$ cat config.mk
export PLATFORM = sky130hd
export DESIGN_NAME = hamming74_secded_decoder
export DESIGN_NICKNAME = d
export VERILOG_FILES = /design/src/rtl/hamming_pkg.sv /design/src/rtl/hamming74_syndrome.sv /design/src/rtl/hamming74_secded_decoder.sv
export SDC_FILE = /design/constraint.sdc
export NUM_CORES = 1
export LEC_CHECK = 0
export ABC_CLOCK_PERIOD_IN_PS = 2600
export CAP_MARGIN = 5
export CORE_UTILIZATION = 39
export DETAILED_ROUTE_END_ITERATION = 10
export HOLD_SLACK_MARGIN = 0.1
export PLACE_DENSITY = 0.62
export SETUP_SLACK_MARGIN = 0.2
export SYNTH_ARGS = -nofsm -noshare
export SYNTH_HDL_FRONTEND = slang
export SYNTH_SLANG_ARGS = --single-unit
export TNS_END_PERCENT = 1
$ cat constraint.sdc
create_clock -name i_clk -period 2.6 [get_ports i_clk]
set_input_delay 0.39 -clock i_clk [delete_from_list [all_inputs] [get_ports i_clk]]
set_output_delay 0.39 -clock i_clk [all_outputs]
set_load 0.02 [all_outputs]
$ cat src/rtl/hamming_pkg.sv
// rtl/hamming_pkg.sv - Hamming(7,4) SECDED widths, code positions and error kinds
package hamming_pkg;

   localparam int CODE_W = 7;
   localparam int DATA_W = 4;
   localparam int SYN_W  = 3;

   // Bit k of the code word is Hamming position k+1
   localparam int P1 = 0;
   localparam int P2 = 1;
   localparam int D0 = 2;
   localparam int P4 = 3;
   localparam int D1 = 4;
   localparam int D2 = 5;
   localparam int D3 = 6;

   typedef enum logic [1:0] {
      NONE    = 2'd0,
      CE_DATA = 2'd1,
      CE_PAR  = 2'd2,
      UE      = 2'd3
   } err_kind_t;

   function automatic logic [DATA_W-1:0] extract_data(input logic [CODE_W-1:0] code);
      return {code[D3], code[D2], code[D1], code[D0]};
   endfunction

endpackage

$ cat src/rtl/hamming74_syndrome.sv
// rtl/hamming74_syndrome.sv - combinational syndrome, overall parity check, correction and data extraction
module hamming74_syndrome
   import hamming_pkg::*;
(
   input  logic [CODE_W-1:0] code,
   input  logic              parity,
   output logic [DATA_W-1:0] data,
   output logic [SYN_W-1:0]  syndrome,
   output err_kind_t         kind
);

   logic              s1;
   logic              s2;
   logic              s4;
   logic              pe;
   logic [CODE_W-1:0] flip_mask;
   logic [CODE_W-1:0] fixed;

   assign s1 = code[P1] ^ code[D0] ^ code[D1] ^ code[D3];
   assign s2 = code[P2] ^ code[D0] ^ code[D2] ^ code[D3];
   assign s4 = code[P4] ^ code[D1] ^ code[D2] ^ code[D3];
   assign syndrome = {s4, s2, s1};
   assign pe = (^code) ^ parity;

   // A nonzero syndrome with even overall parity means two flips: leave the word untouched
   always_comb begin
      flip_mask = '0;
      kind      = NONE;
      if (syndrome != '0) begin
         if (pe) begin
            flip_mask = CODE_W'(1) << (syndrome - SYN_W'(1));
            kind      = CE_DATA;
         end else begin
            kind = UE;
         end
      end else if (pe) begin
         kind = CE_PAR;
      end
   end

   assign fixed = code ^ flip_mask;
   assign data  = extract_data(fixed);

endmodule

$ cat src/rtl/hamming74_secded_decoder.sv
// rtl/hamming74_secded_decoder.sv - two-stage SECDED decoder with handshakes and saturating error counters; optional HAM_DEC_ERR_LOG_EN
module hamming74_secded_decoder
   import hamming_pkg::*;
#(
   parameter int CNT_W = 16
)
(
   input  logic              i_clk,
   input  logic              i_rst_n,
   input  logic              i_valid,
   output logic              o_ready,
   input  logic [CODE_W-1:0] i_hamming_code,
   input  logic              i_parity,
   output logic              o_valid,
   input  logic              i_ready,
   output logic [DATA_W-1:0] o_data,
   output logic              o_ce,
   output logic              o_ue,
   output logic [SYN_W-1:0]  o_syndrome,
   input  logic              i_cnt_clr,
   output logic [CNT_W-1:0]  o_ce_cnt,
   output logic [CNT_W-1:0]  o_ue_cnt
`ifdef HAM_DEC_ERR_LOG_EN
   ,
   output logic              o_log_valid,
   output logic [7:0]        o_log_code
`endif
);

   logic              s1_valid;
   logic [CODE_W-1:0] s1_code;
   logic              s1_parity;
   logic              s2_load;
   logic              out_hs;
   logic [DATA_W-1:0] dec_data;
   logic [SYN_W-1:0]  dec_syn;
   err_kind_t         dec_kind;

   assign s2_load = s1_valid && (!o_valid || i_ready);
   assign o_ready = !s1_valid || s2_load;
   assign out_hs  = o_valid && i_ready;

   // Stage 1 refills in the same cycle it drains, so o_ready alone decides the next valid
   always_ff @(posedge i_clk or negedge i_rst_n) begin
      if (!i_rst_n) begin
         s1_valid  <= 1'b0;
         s1_code   <= '0;
         s1_parity <= 1'b0;
      end else if (o_ready) begin
         s1_valid <= i_valid;
         if (i_valid) begin
            s1_code   <= i_hamming_code;
            s1_parity <= i_parity;
         end
      end
   end

   hamming74_syndrome u_syndrome (
      .code     (s1_code),
      .parity   (s1_parity),
      .data     (dec_data),
      .syndrome (dec_syn),
      .kind     (dec_kind)
   );

   always_ff @(posedge i_clk or negedge i_rst_n) begin
      if (!i_rst_n) begin
         o_valid    <= 1'b0;
         o_data     <= '0;
         o_ce       <= 1'b0;
         o_ue       <= 1'b0;
         o_syndrome <= '0;
      end else if (s2_load) begin
         o_valid    <= 1'b1;
         o_data     <= dec_data;
         o_ce       <= (dec_kind == CE_DATA) || (dec_kind == CE_PAR);
         o_ue       <= (dec_kind == UE);
         o_syndrome <= dec_syn;
      end else if (out_hs) begin
         o_valid <= 1'b0;
      end
   end

   always_ff @(posedge i_clk or negedge i_rst_n) begin
      if (!i_rst_n) begin
         o_ce_cnt <= '0;
         o_ue_cnt <= '0;
      end else if (i_cnt_clr) begin
         o_ce_cnt <= '0;
         o_ue_cnt <= '0;
      end else if (out_hs) begin
         if (o_ce && (o_ce_cnt != '1)) o_ce_cnt <= o_ce_cnt + CNT_W'(1);
         if (o_ue && (o_ue_cnt != '1)) o_ue_cnt <= o_ue_cnt + CNT_W'(1);
      end
   end

`ifdef HAM_DEC_ERR_LOG_EN
   logic [7:0] s2_raw;

   always_ff @(posedge i_clk or negedge i_rst_n) begin
      if (!i_rst_n) begin
         s2_raw <= '0;
      end else if (s2_load) begin
         s2_raw <= {s1_parity, s1_code};
      end
   end

   // Only the first uncorrectable word after a clear is captured
   always_ff @(posedge i_clk or negedge i_rst_n) begin
      if (!i_rst_n) begin
         o_log_valid <= 1'b0;
         o_log_code  <= '0;
      end else if (i_cnt_clr) begin
         o_log_valid <= 1'b0;
         o_log_code  <= '0;
      end else if (out_hs && o_ue && !o_log_valid) begin
         o_log_valid <= 1'b1;
         o_log_code  <= s2_raw;
      end
   end
`endif

endmodule

==> reports/metrics.yaml <==
grt_start_max_net_pins: 33
fp.dieW_um: 83.9
hold_violations: 0
start_kind: "flip-flop"
final_net_count: 338
clock_latency_ps: 300
worst_setup_path_end_kind: "flip-flop"
clock-root-buffer: "sky130_fd_sc_hd__clkbuf_8"
synth_area_per_cell_sq_um: 10.1
fp-row-count: 29
clkTransAtPathRegs_ps: 90
fraction_of_layout_instances_using_a_drive_strength_above_1: 0.0960
post-place-ws_ps: 206
worst-slew-pin-transition_ps: 503
detailed_place_hpwl_um: 4110
cts_tree: "yes"
hold_start: "o_data[1]$_DFFE_PN0P_"
final_cell_mix: "sky130_fd_sc_hd__clkdlybuf4s50_1, sky130_fd_sc_hd__dfrtp_1, sky130_fd_sc_hd__nor2_1"
vdd_drop_max_uv: 359
reg2regPathDepth: 8
synth.distinct_cells: 38
synthCells: 260
drt_first_iter_violations: 95
globalRouteTotalUtil: 0.166
critical_path.cell_chain: "xnor2_2 > xor2_2 > nor2_1 > ha_1 > nor2_1 > nand3b_1 > or3_1 > a31oi_1"
synth.yosys.warnings: 0
hp-class: "flip-flop to flip-flop"
h_tree_level_count: 2
post-cts-setup-buffer-count: 0
grt_pass1_vias: 2105
die_extent_in_y_um: 83.9
total_clock_sinks: 51
grt_setup_unrepaired: "no"
port_buffers: 55
routedWlPerCell_um: 13.8
cp_data_required_time_ps: 2820
synth-seq-area-share: 0.488
start_util: 0.407
run_status: "finished with violations"
synth_area_sq_um: 2620
max-cap-violations: 0
timing.critical_path.max_delay_family: "simple AND/OR/NAND/NOR gates"
static-leakage-power_uw: 0.00137
final_period_minus_worst_setup_slack_ps: 2210
worst_path_most_repeated_cell: "sky130_fd_sc_hd__nor2_1"
synth_seq_cells: 51
viasPerCell: 5.24
postSynthNetCount: 276
syn2layout_area_growth_pct: 29.3
timing.setup.tns_ps: 0
dr_total_vias: 2097
max_freq_mhz: 453
critical_path.n_buffers_inverters: 0
hold_path_end: "o_data[1]$_DFFE_PN0P_"
slew_violations: 0
ctsLongestPathBuffers: 2
ios: 56
routed_wirelength_um: 5520
setup_slack_ps: 391
final_common_cell: "sky130_fd_sc_hd__clkdlybuf4s50_1"
setup_viol: 0
worstReg2RegEnd: "o_data[2]$_DFFE_PN0P_"
floorplan.core_area_sq_um: 6420
finalWeightedCongestion: 0.823
whs_path_depth: 2
grt_pass1_wl_um: 9590
path_class: "flip-flop to flip-flop"
antenna_found_initial: 0
crit_arrival_ps: 2430
cts-buffers-inserted: 5
rr_startpoint: "s1_code[6]$_DFFE_PN0P_"
timing.critical_path.slowest_cell_delay_ps: 450
slowest_stage: "sky130_fd_sc_hd__dfrtp_1"
fin_worst_skew_ps: 4.70
tritonroute_pass_1_iters: 7
failed_checks: "design-rule violations"
timing.max_slew.rel_slack: 0.664
detail-route-antenna-nets: 0
ff2ff_setup_slack_ps: 390
worstPathMaxFanout: 6
die-area_sq_um: 7040
antennaDiodeCount: 0
grt-ovfl-total: 0
powerDensity_nw_per_um2: 631
detail_route.drc_violations: 9
period_utilization: 0.850
## metrics by stage
stage | cell area [sq um] | std cells | hold WS (ps) | power [uW] | utilization
6_report | 3380 | 400 | 492 | 2130 | 0.526
3_3_place_gp | 3270 | 391 | 352 | 1680 | 0.509
2_1_floorplan | 2620 | 260 | 94.4 | 1400 | -
3_5_place_dp | 3270 | 391 | 361 | 1700 | 0.509
5_1_grt | 3380 | 400 | 530 | 2260 | 0.526
4_1_cts | 3360 | 400 | 500 | 2150 | 0.523
## registers in the layout (all words and copies together), names as in the netlist, 3 cells and up
signal      count
s1_code         7
o_syndrome      3
o_ce_cnt       16
o_data          4
o_ue_cnt       16
## per-layer routing
layer | up-vias | global-route usage | wire, um
li1 | 1036 | - | -
met1 | 1009 | 0.219 | 2620
met2 | 47 | 0.277 | 2620
met3 | 5 | 0.0396 | 243
met4 | 0 | 0.0376 | 42
met5 | - | 0 | 0
## cell families (layout without fill, tap and decap cells)
group	Yosys count	count (layout)	share of synthesized area
flops	51	51	0.488
compound gates	30	30	0.0708
simple gates	116	116	0.223
fa+ha+maj	3	3	0.0144
buf+inv	6	69	0.00909
xor+xnor	42	42	0.144
mux	12	12	0.0507
## cell type report
cell class / count / area, sq um
Multi-Input combinational cell: 203 / 1340
Timing Repair Buffer: 60 / 586
Inverter: 1 / 3.75
Sequential cell: 51 / 1280
Fill cell: 604 / 3040
Tap cell: 77 / 96.3
Clock buffer: 7 / 76.3
Clock inverter: 1 / 5.00
## power breakdown
part	total (uW)	internal (uW)	switching [uW]	leakage [uW]
clock	440	190	251	0.0000422
sequential	970	886	84.1	0.000669
combinational	721	348	373	0.000659
total	2130	1420	708	0.00137
## cell usage after synthesis (all sizes together)
master	count	share of area
a211oi	1	0.0029
a21oi	3	0.0057
a22o	1	0.0038
a311oi	1	0.0033
a31oi	2	0.0048
and2	3	0.0072
and3	6	0.014
and4	2	0.0067
clkbuf	5	0.0077
dfrtp	51	0.49
ha	3	0.014
inv	1	0.0014
mux2	10	0.043
mux2i	2	0.0077
nand2	18	0.026
nand2b	3	0.0072
nand3	11	0.021
nand3b	2	0.0057
nand4	12	0.031
nand4b	2	0.0067
nor2	41	0.059
nor2b	1	0.0024
nor3	4	0.0077
nor4	4	0.0096
o2111ai	2	0.0067
o211ai	3	0.0086
o21ai	16	0.032
o31ai	1	0.0029
or2	2	0.0048
or3	3	0.0072
or4	2	0.0072
xnor2	13	0.046
xor2	29	0.097
## tightest hold or removal path, delay by kind of cell (launching register included)
kind	cells	cell delay, ps
AND/OR/NAND/NOR	1	50
flip-flops	1	350
AO/OA/AOI/OAI	1	60
## timing repair
action                     CTS  global route
resized for setup            0             3
hold endpoints to repair    17             0
setup endpoints to repair    0             4
hold buffers                 1             0
## worst max-delay path by stage
| stage | from | slack (ps) | end | depth (start not counted) |
|---|---|---|---|---|
| 5_1_grt | s1_code[4]$_DFFE_PN0P_ | 210 | o_data[2]$_DFFE_PN0P_ | 8 |
| 2_1_floorplan | s1_code[6]$_DFFE_PN0P_ | 410 | o_data[2]$_DFFE_PN0P_ | 8 |
| 4_1_cts | s1_code[6]$_DFFE_PN0P_ | 210 | o_data[2]$_DFFE_PN0P_ | 8 |
| 3_5_place_dp | s1_code[6]$_DFFE_PN0P_ | 210 | o_data[2]$_DFFE_PN0P_ | 8 |
| 3_3_place_gp | s1_code[6]$_DFFE_PN0P_ | 320 | o_data[2]$_DFFE_PN0P_ | 8 |
| 6_report | s1_code[6]$_DFFE_PN0P_ | 390 | o_data[2]$_DFFE_PN0P_ | 8 |
Power figures use the tool's default switching activity.
